==> config.mk <==
export PLATFORM = sky130hd
export DESIGN_NAME = multiple_comparator_tree
export DESIGN_NICKNAME = d
export VERILOG_FILES = /design/src/rtl/multiple_comparator_tree_pkg.sv /design/src/rtl/multiple_comparator_tree_node.sv /design/src/rtl/multiple_comparator_tree.sv
export SDC_FILE = /design/constraint.sdc
export NUM_CORES = 1
export LEC_CHECK = 0
export ABC_AREA = 1
export ABC_CLOCK_PERIOD_IN_PS = 2500
export CAP_MARGIN = 10
export CORE_ASPECT_RATIO = 2
export CORE_MARGIN = 2
export CORE_UTILIZATION = 54
export CTS_BUF_LIST = sky130_fd_sc_hd__clkbuf_16
export DETAILED_ROUTE_END_ITERATION = 8
export PLACE_DENSITY_LB_ADDON = 0.3
export SYNTH_ARGS = -nofsm -noshare
export SYNTH_HDL_FRONTEND = slang
export SYNTH_SLANG_ARGS = --single-unit
==> constraint.sdc <==
create_clock -name clock -period 2.5 [get_ports clock]
set_input_delay 0.25 -clock clock [delete_from_list [all_inputs] [get_ports clock]]
set_output_delay 0.25 -clock clock [all_outputs]
set_load 0.01 [all_outputs]
==> src/rtl/multiple_comparator_tree_pkg.sv <==
// comparator_pkg
//   Shared definitions for the min/max comparator tree:
//   - MODE_MIN / MODE_MAX : transaction mode encoding (io_mode)
//   - stageCtl_t          : per-level control record (mode, valid) that
//                           travels down the pipeline with the data
//   - clog2               : elaboration-time ceil(log2) helper
package comparator_pkg;

   localparam logic MODE_MIN = 1'b0;
   localparam logic MODE_MAX = 1'b1;

   typedef struct packed {
      logic mode;
      logic valid;
   } stageCtl_t;

   function automatic int clog2(input int n);
      for (int r = 0; r < 31; r++) begin
         if ((1 << r) >= n) return r;
      end
      return 31;
   endfunction

endpackage

==> src/rtl/multiple_comparator_tree_node.sv <==
// comparator_node
//   Combinational two-operand min/max select. Operand a is the lower-index
//   operand; ties keep a so the lowest original index wins. An operand whose
//   lane is invalid (padding slot) never wins against a real lane.
//   Ports:
//     mode                  : MODE_MIN / MODE_MAX
//     aValue/aIndex/aLane   : lower-index operand
//     bValue/bIndex/bLane   : higher-index operand
//     yValue/yIndex/yLane   : selected record, yLane = either lane real
module comparator_node
   import comparator_pkg::*;
#(
   parameter int WIDTH = 3,
   parameter int IDX_W = 2
) (
   input  logic             mode,
   input  logic [WIDTH-1:0] aValue,
   input  logic [IDX_W-1:0] aIndex,
   input  logic             aLane,
   input  logic [WIDTH-1:0] bValue,
   input  logic [IDX_W-1:0] bIndex,
   input  logic             bLane,
   output logic [WIDTH-1:0] yValue,
   output logic [IDX_W-1:0] yIndex,
   output logic             yLane
);

   logic bBetter;
   logic takeB;

   // Strict comparisons: equality keeps a.
   assign bBetter = (mode == MODE_MAX) ? (bValue > aValue) : (bValue < aValue);
   // A padding b never wins; a padding a always loses to a real b.
   assign takeB   = bLane && (!aLane || bBetter);

   assign yValue = takeB ? bValue : aValue;
   assign yIndex = takeB ? bIndex : aIndex;
   assign yLane  = aLane | bLane;

endmodule

==> src/rtl/multiple_comparator_tree.sv <==
// multiple_comparator_tree
//   Pipelined min/max reduction over NUM_INPUTS unsigned WIDTH-bit values.
//   Inputs are padded to P = 2**IDX_W leaves; the tree is a heap of P-1
//   registered comparator nodes (node n has children 2n, 2n+1; leaves are
//   P..2P-1). Latency is IDX_W cycles, one transaction per cycle.
//   Ports:
//     clock, reset          : clock, synchronous active-low reset
//     io_start, io_mode     : transaction valid and min(0)/max(1) select
//     io_hold               : freeze every pipeline register and the counter
//     io_inputs             : NUM_INPUTS operands, element k is input k
//     io_result             : reduced value (last stage)
//     io_resultIndex        : lowest input index holding the winning value
//     io_valid              : last-stage valid bit
//     io_count              : results delivered since reset, wraps at 2^16
module multiple_comparator_tree
   import comparator_pkg::*;
#(
   parameter  int WIDTH      = 3,
   parameter  int NUM_INPUTS = 4,
   localparam int IDX_W      = (clog2(NUM_INPUTS) < 1) ? 1 : clog2(NUM_INPUTS)
) (
   input  logic                             clock,
   input  logic                             reset,
   input  logic                             io_start,
   input  logic                             io_mode,
   input  logic                             io_hold,
   input  logic [NUM_INPUTS-1:0][WIDTH-1:0] io_inputs,
   output logic [WIDTH-1:0]                 io_result,
   output logic [IDX_W-1:0]                 io_resultIndex,
   output logic                             io_valid,
   output logic [15:0]                      io_count
);

   localparam int LEVELS = IDX_W;
   localparam int P      = 1 << IDX_W;

   typedef struct packed {
      logic [WIDTH-1:0] value;
      logic [IDX_W-1:0] index;
      logic             laneValid;
   } rec_t;

   rec_t      leaf  [P];
   rec_t      nodeD [1:P-1];
   rec_t      nodeQ [1:P-1];
   // ctlQ[k] is the control register behind tree level k-1.
   stageCtl_t ctlQ  [1:LEVELS];

   // Leaves: real inputs, then padding slots that can never win.
   for (genvar k = 0; k < P; k++) begin : gLeaf
      if (k < NUM_INPUTS) begin : gReal
         assign leaf[k] = '{value: io_inputs[k], index: IDX_W'(k), laneValid: 1'b1};
      end else begin : gPad
         assign leaf[k] = '{value: '0, index: IDX_W'(k), laneValid: 1'b0};
      end
   end

   for (genvar n = 1; n < P; n++) begin : gNode
      localparam int DEPTH = $clog2(n + 1) - 1;
      localparam int LEVEL = LEVELS - 1 - DEPTH;

      rec_t             a;
      rec_t             b;
      logic             mode;
      logic [WIDTH-1:0] yValue;
      logic [IDX_W-1:0] yIndex;
      logic             yLane;

      if (LEVEL == 0) begin : gFromLeaf
         assign a    = leaf[2*n - P];
         assign b    = leaf[2*n + 1 - P];
         assign mode = io_mode;
      end else begin : gFromNode
         // Mode comes from the same stage as the operands, so back-to-back
         // transactions may use different modes.
         assign a    = nodeQ[2*n];
         assign b    = nodeQ[2*n + 1];
         assign mode = ctlQ[LEVEL].mode;
      end

      comparator_node #(.WIDTH(WIDTH), .IDX_W(IDX_W)) uNode (
         .mode   (mode),
         .aValue (a.value),
         .aIndex (a.index),
         .aLane  (a.laneValid),
         .bValue (b.value),
         .bIndex (b.index),
         .bLane  (b.laneValid),
         .yValue (yValue),
         .yIndex (yIndex),
         .yLane  (yLane)
      );

      assign nodeD[n] = '{value: yValue, index: yIndex, laneValid: yLane};
   end

   // Data registers load regardless of valid; only the valid bits qualify them.
   always_ff @(posedge clock) begin
      if (!reset) begin
         for (int n = 1; n < P; n++) nodeQ[n] <= '0;
         for (int l = 1; l <= LEVELS; l++) ctlQ[l] <= '0;
         io_count <= '0;
      end else if (!io_hold) begin
         for (int n = 1; n < P; n++) nodeQ[n] <= nodeD[n];
         ctlQ[1] <= '{mode: io_mode, valid: io_start};
         for (int l = 2; l <= LEVELS; l++) ctlQ[l] <= ctlQ[l-1];
         if (ctlQ[LEVELS].valid) io_count <= io_count + 16'd1;
      end
   end

   assign io_result      = nodeQ[1].value;
   assign io_resultIndex = nodeQ[1].index;
   assign io_valid       = ctlQ[LEVELS].valid;

   // Root lane flag and last-stage mode are carried but not consumed.
   logic unusedBits;
   assign unusedBits = ^{nodeQ[1].laneValid, ctlQ[LEVELS].mode};

endmodule
==> impl.org <==
** Worst setup path
- Required time at the worst-slack endpoint :: about 2.5 ns
- Data arrives at the worst endpoint at 1.81 ns.
- The critical path is of the register to register type.
- Along the worst path, the maximum fanout reaches 9.
- Critical Path, Cell by Cell :: ha_1, a21oi_1, nand2_1, nand2_1, nand3_2, nor2_1, nor2_1
- The largest individual stage delay along the critical path comes from the cell edfxtp_1.
- Top delay family on crit path :: simple AND/OR/NAND/NOR gates
- The worst setup path is launched from a register.
- Highest cell delay on the worst timing path :: approximately 0.42 ns
- CP Buf/Inv Count :: 0
- The worst setup path is captured at a register.

** Synth
- Number of warnings issued by yosys :: 0
- Post-synthesis simple-gate area fraction :: about 33%
- Post-synth net total :: 262
- Share of cell area taken by muxes after synthesis :: 0%
- Summing the areas of all fa, ha and maj instances in the mapped netlist gives 6.80% of the synthesized area.
- Count of different cell masters after synthesis :: 23
- Synthesis produced a netlist whose cell count is ~240.
- XOR/XNOR Fraction of Synth Area :: less than 1%
- After synthesis, the largest family of logic cells by area is simple AND/OR/NAND/NOR gates.
- The synthesized netlist devotes between 5 and 6% of its cell area to compound gates.
- Post-synthesis sequential element count :: 33
- Netlist area before placement :: approximately 1800 um^2
- Of the synthesized area, sequential elements account for 45.1%.
- A synthesized cell averages ~7.8 um^2.

** Detailed routing
- DR pass1 iterations :: 4
- Wires add up to roughly 3.6 mm.
- Mean routed wirelength per cell :: approximately 12 um
- In the routed design, unresolved DRC markers number 0.
- Routed vias :: roughly 1600
- In this run, the number of DRC markers left after iteration 0 of detailed routing was 24.
- Final antenna-violating net count :: 0
- Post-DR vias/cell :: 5.19

** STA
- The number of failing hold endpoints at the final stage came to 0.
- Actual transition at the worst max-transition pin :: approximately 0.69 ns
- Final count of pins violating max slew :: 0
- Setup repair after global routing left no endpoint under its margin.
- Slew margin rel. :: between 50% and 60%
- Derived from the worst setup path, the maximum achievable clock frequency is ~560 MHz.
- Final-layout setup total negative slack :: 0 ns
- Share of the cycle needed by the critical path after routing :: slightly above 70%
- The smallest clock period supported by the final layout is computed as around 1.8 ns.
- On the final layout, the worst clock skew is 0.00392 ns.
- Setup Viol. Count Final :: 0

** Pwr
- Power spread over the standard cell area amounts to 599 nW/um^2.
- Static power due to leakage :: 1.09 nW
- VDD sags by at most 0.613 mV.

** Place
- Port buffering added 38 buffers.
- Placer congestion estimate :: approximately 0.76
- Instance area at placement :: 2260 um^2
- Placed wire-length estimate :: 2.74 mm

** Floorplanning
- The die is around 45 um wide.
- Rows :: 30
- Total core area :: approximately 3300 um^2
- DIE AREA :: 3920 um^2
- Starting Density :: 55.1%
- Number of I/O pins :: 39
- Die Y-Extent :: 86.6 um

** CTS
- Number of CTS-inserted buffers :: 5
- Gates resized, CTS repair :: 0
- H-tree lvl count :: 2
- Buffer cell driving the clock tree root :: clkbuf_16
- Number of sinks driven by the clock tree :: 33
- Clock transition at path regs :: around 0.060 ns
- Largest buffer count on any clock path :: 2
- In this run the post-CTS setup repair buffer count came out at 0.
- At the later pin of the worst-skew pair, clock insertion delay measures around 0.28 ns.
- TritonCTS built the clock tree.
- Buffers inserted to repair hold after CTS numbered 0.

** Min path
- The worst hold path belongs to the class register to register.

** Finish
- Count of filler cells inserted in the layout :: ~260
- At the end of the flow, the number of nets in the layout was 307.
- Proportion of layout cells with a drive suffix above 1 :: just over 8%
- 0 antenna diodes ended up in the layout.
- With fillers left out, the area of the finished cells amounts to 2420 um^2.
- Leaving out fill and tap cells, the most frequent cells in the layout are 52 x nand2_1, 39 x inv_1, 39 x nor2_1.
- Leaving out fill and tap cells, the most frequent cell in the layout is nand2_1.
- Compared with the post-synthesis result, the final layout area differs by 31.5%.

** Flow run
- Max-cap violations in this run came to 0.

** Global routing
- Summed over all layers, the global routing overflow is 0.
- The via count of the first global-routing pass is 1562.
- The first global-routing pass estimated just over 6 mm of wire.
- For this run, the total global-route usage over all layers was measured as between 20 and 25%.
- Entering global routing, the biggest net connects 18 pins.
- The initial antenna violation count was 0.

** Status
- Result of the run :: complete, no violations
==> synthesized netlist by cell type <==
master	number	area [um^2]
a21oi_1	12	60.1
buf_2	1	5.00
dfxtp_1	16	320
edfxtp_1	17	510
ha_1	10	125
inv_1	38	143
inv_2	4	15.0
nand2_1	52	195
nand2_2	2	12.5
nand2_4	2	22.5
nand3_1	17	85.1
nand3_2	1	10.0
nand3_4	1	17.5
nand4_1	4	25.0
nor2_1	39	146
nor2_4	4	45.0
nor2_8	1	20.0
nor3_1	3	15.0
nor3b_2	1	12.5
nor4_1	1	6.26
o21ai_0	7	35.0
o21ai_1	1	5.00
xor2_1	1	8.76
==> per-layer routing <==
layer	up-vias	routed length, um	track usage [%]
li1	839	-	-
met1	731	1300	19.7
met2	45	2120	40.6
met3	9	109	4.38
met4	0	93	11.8
met5	-	0	0
==> through the flow <==
step | std cells | worst slack, ns | hold WS (ns) | power [mW] | utilization (%)
2_1_floorplan | 235 | 1.00 | 0.388 | 0.734 | -
3_3_place_gp | 305 | 0.614 | 0.479 | 0.807 | 67.8
3_5_place_dp | 305 | 0.563 | 0.485 | 0.812 | 67.8
4_1_cts | 313 | 0.705 | 0.497 | 1.46 | 72.5
5_1_grt | 313 | 0.601 | 0.526 | 1.50 | 72.5
6_report | 313 | 0.721 | 0.496 | 1.45 | 72.5
==> final cells by class <==
type	instances	area (um^2)	share of cell area (%)
clock buffer	6	150	6.20
clock inverter	2	7.51	0.310
inverter	42	158	6.51
multi-input combinational	159	847	35.0
sequential	33	831	34.3
tap	32	40.0	1.65
timing repair buffer	39	388	16.0
==> final timing paths <==
check	from	endpoint	slack [ns]	depth (start not counted)
hold / removal	io_count[7]	io_count[7]	0.50	2
setup / recovery	nodeQ[0][23]	nodeQ[0][10]	0.72	7
hold reg to reg	io_count[7]	io_count[7]	0.50	2
setup reg to reg	nodeQ[0][23]	nodeQ[0][10]	0.72	7
==> registers in the layout, summed over array words and instances, names as in the netlist <==
signal,count
ctlQ,3
nodeQ,14
io_count,16
==> worst min-delay path, stage by stage (launching register included) <==
cell     delay (ns)
dfxtp_1        0.33
inv_1          0.07
a21oi_1        0.05
==> power breakdown <==
part	switching (mW)	internal, mW	total (mW)
Sequential	0.0133	0.602	0.615
Clock	0.224	0.422	0.647
Combinational	0.105	0.0841	0.189
Total	0.342	1.11	1.45
==> cell families after synthesis <==
group	after synthesis
compound gates	20
xor+xnor	1
fa+ha+maj	10
buf+inv	43
flops	33
simple gates	128
(Power assumes the default switching activity.)
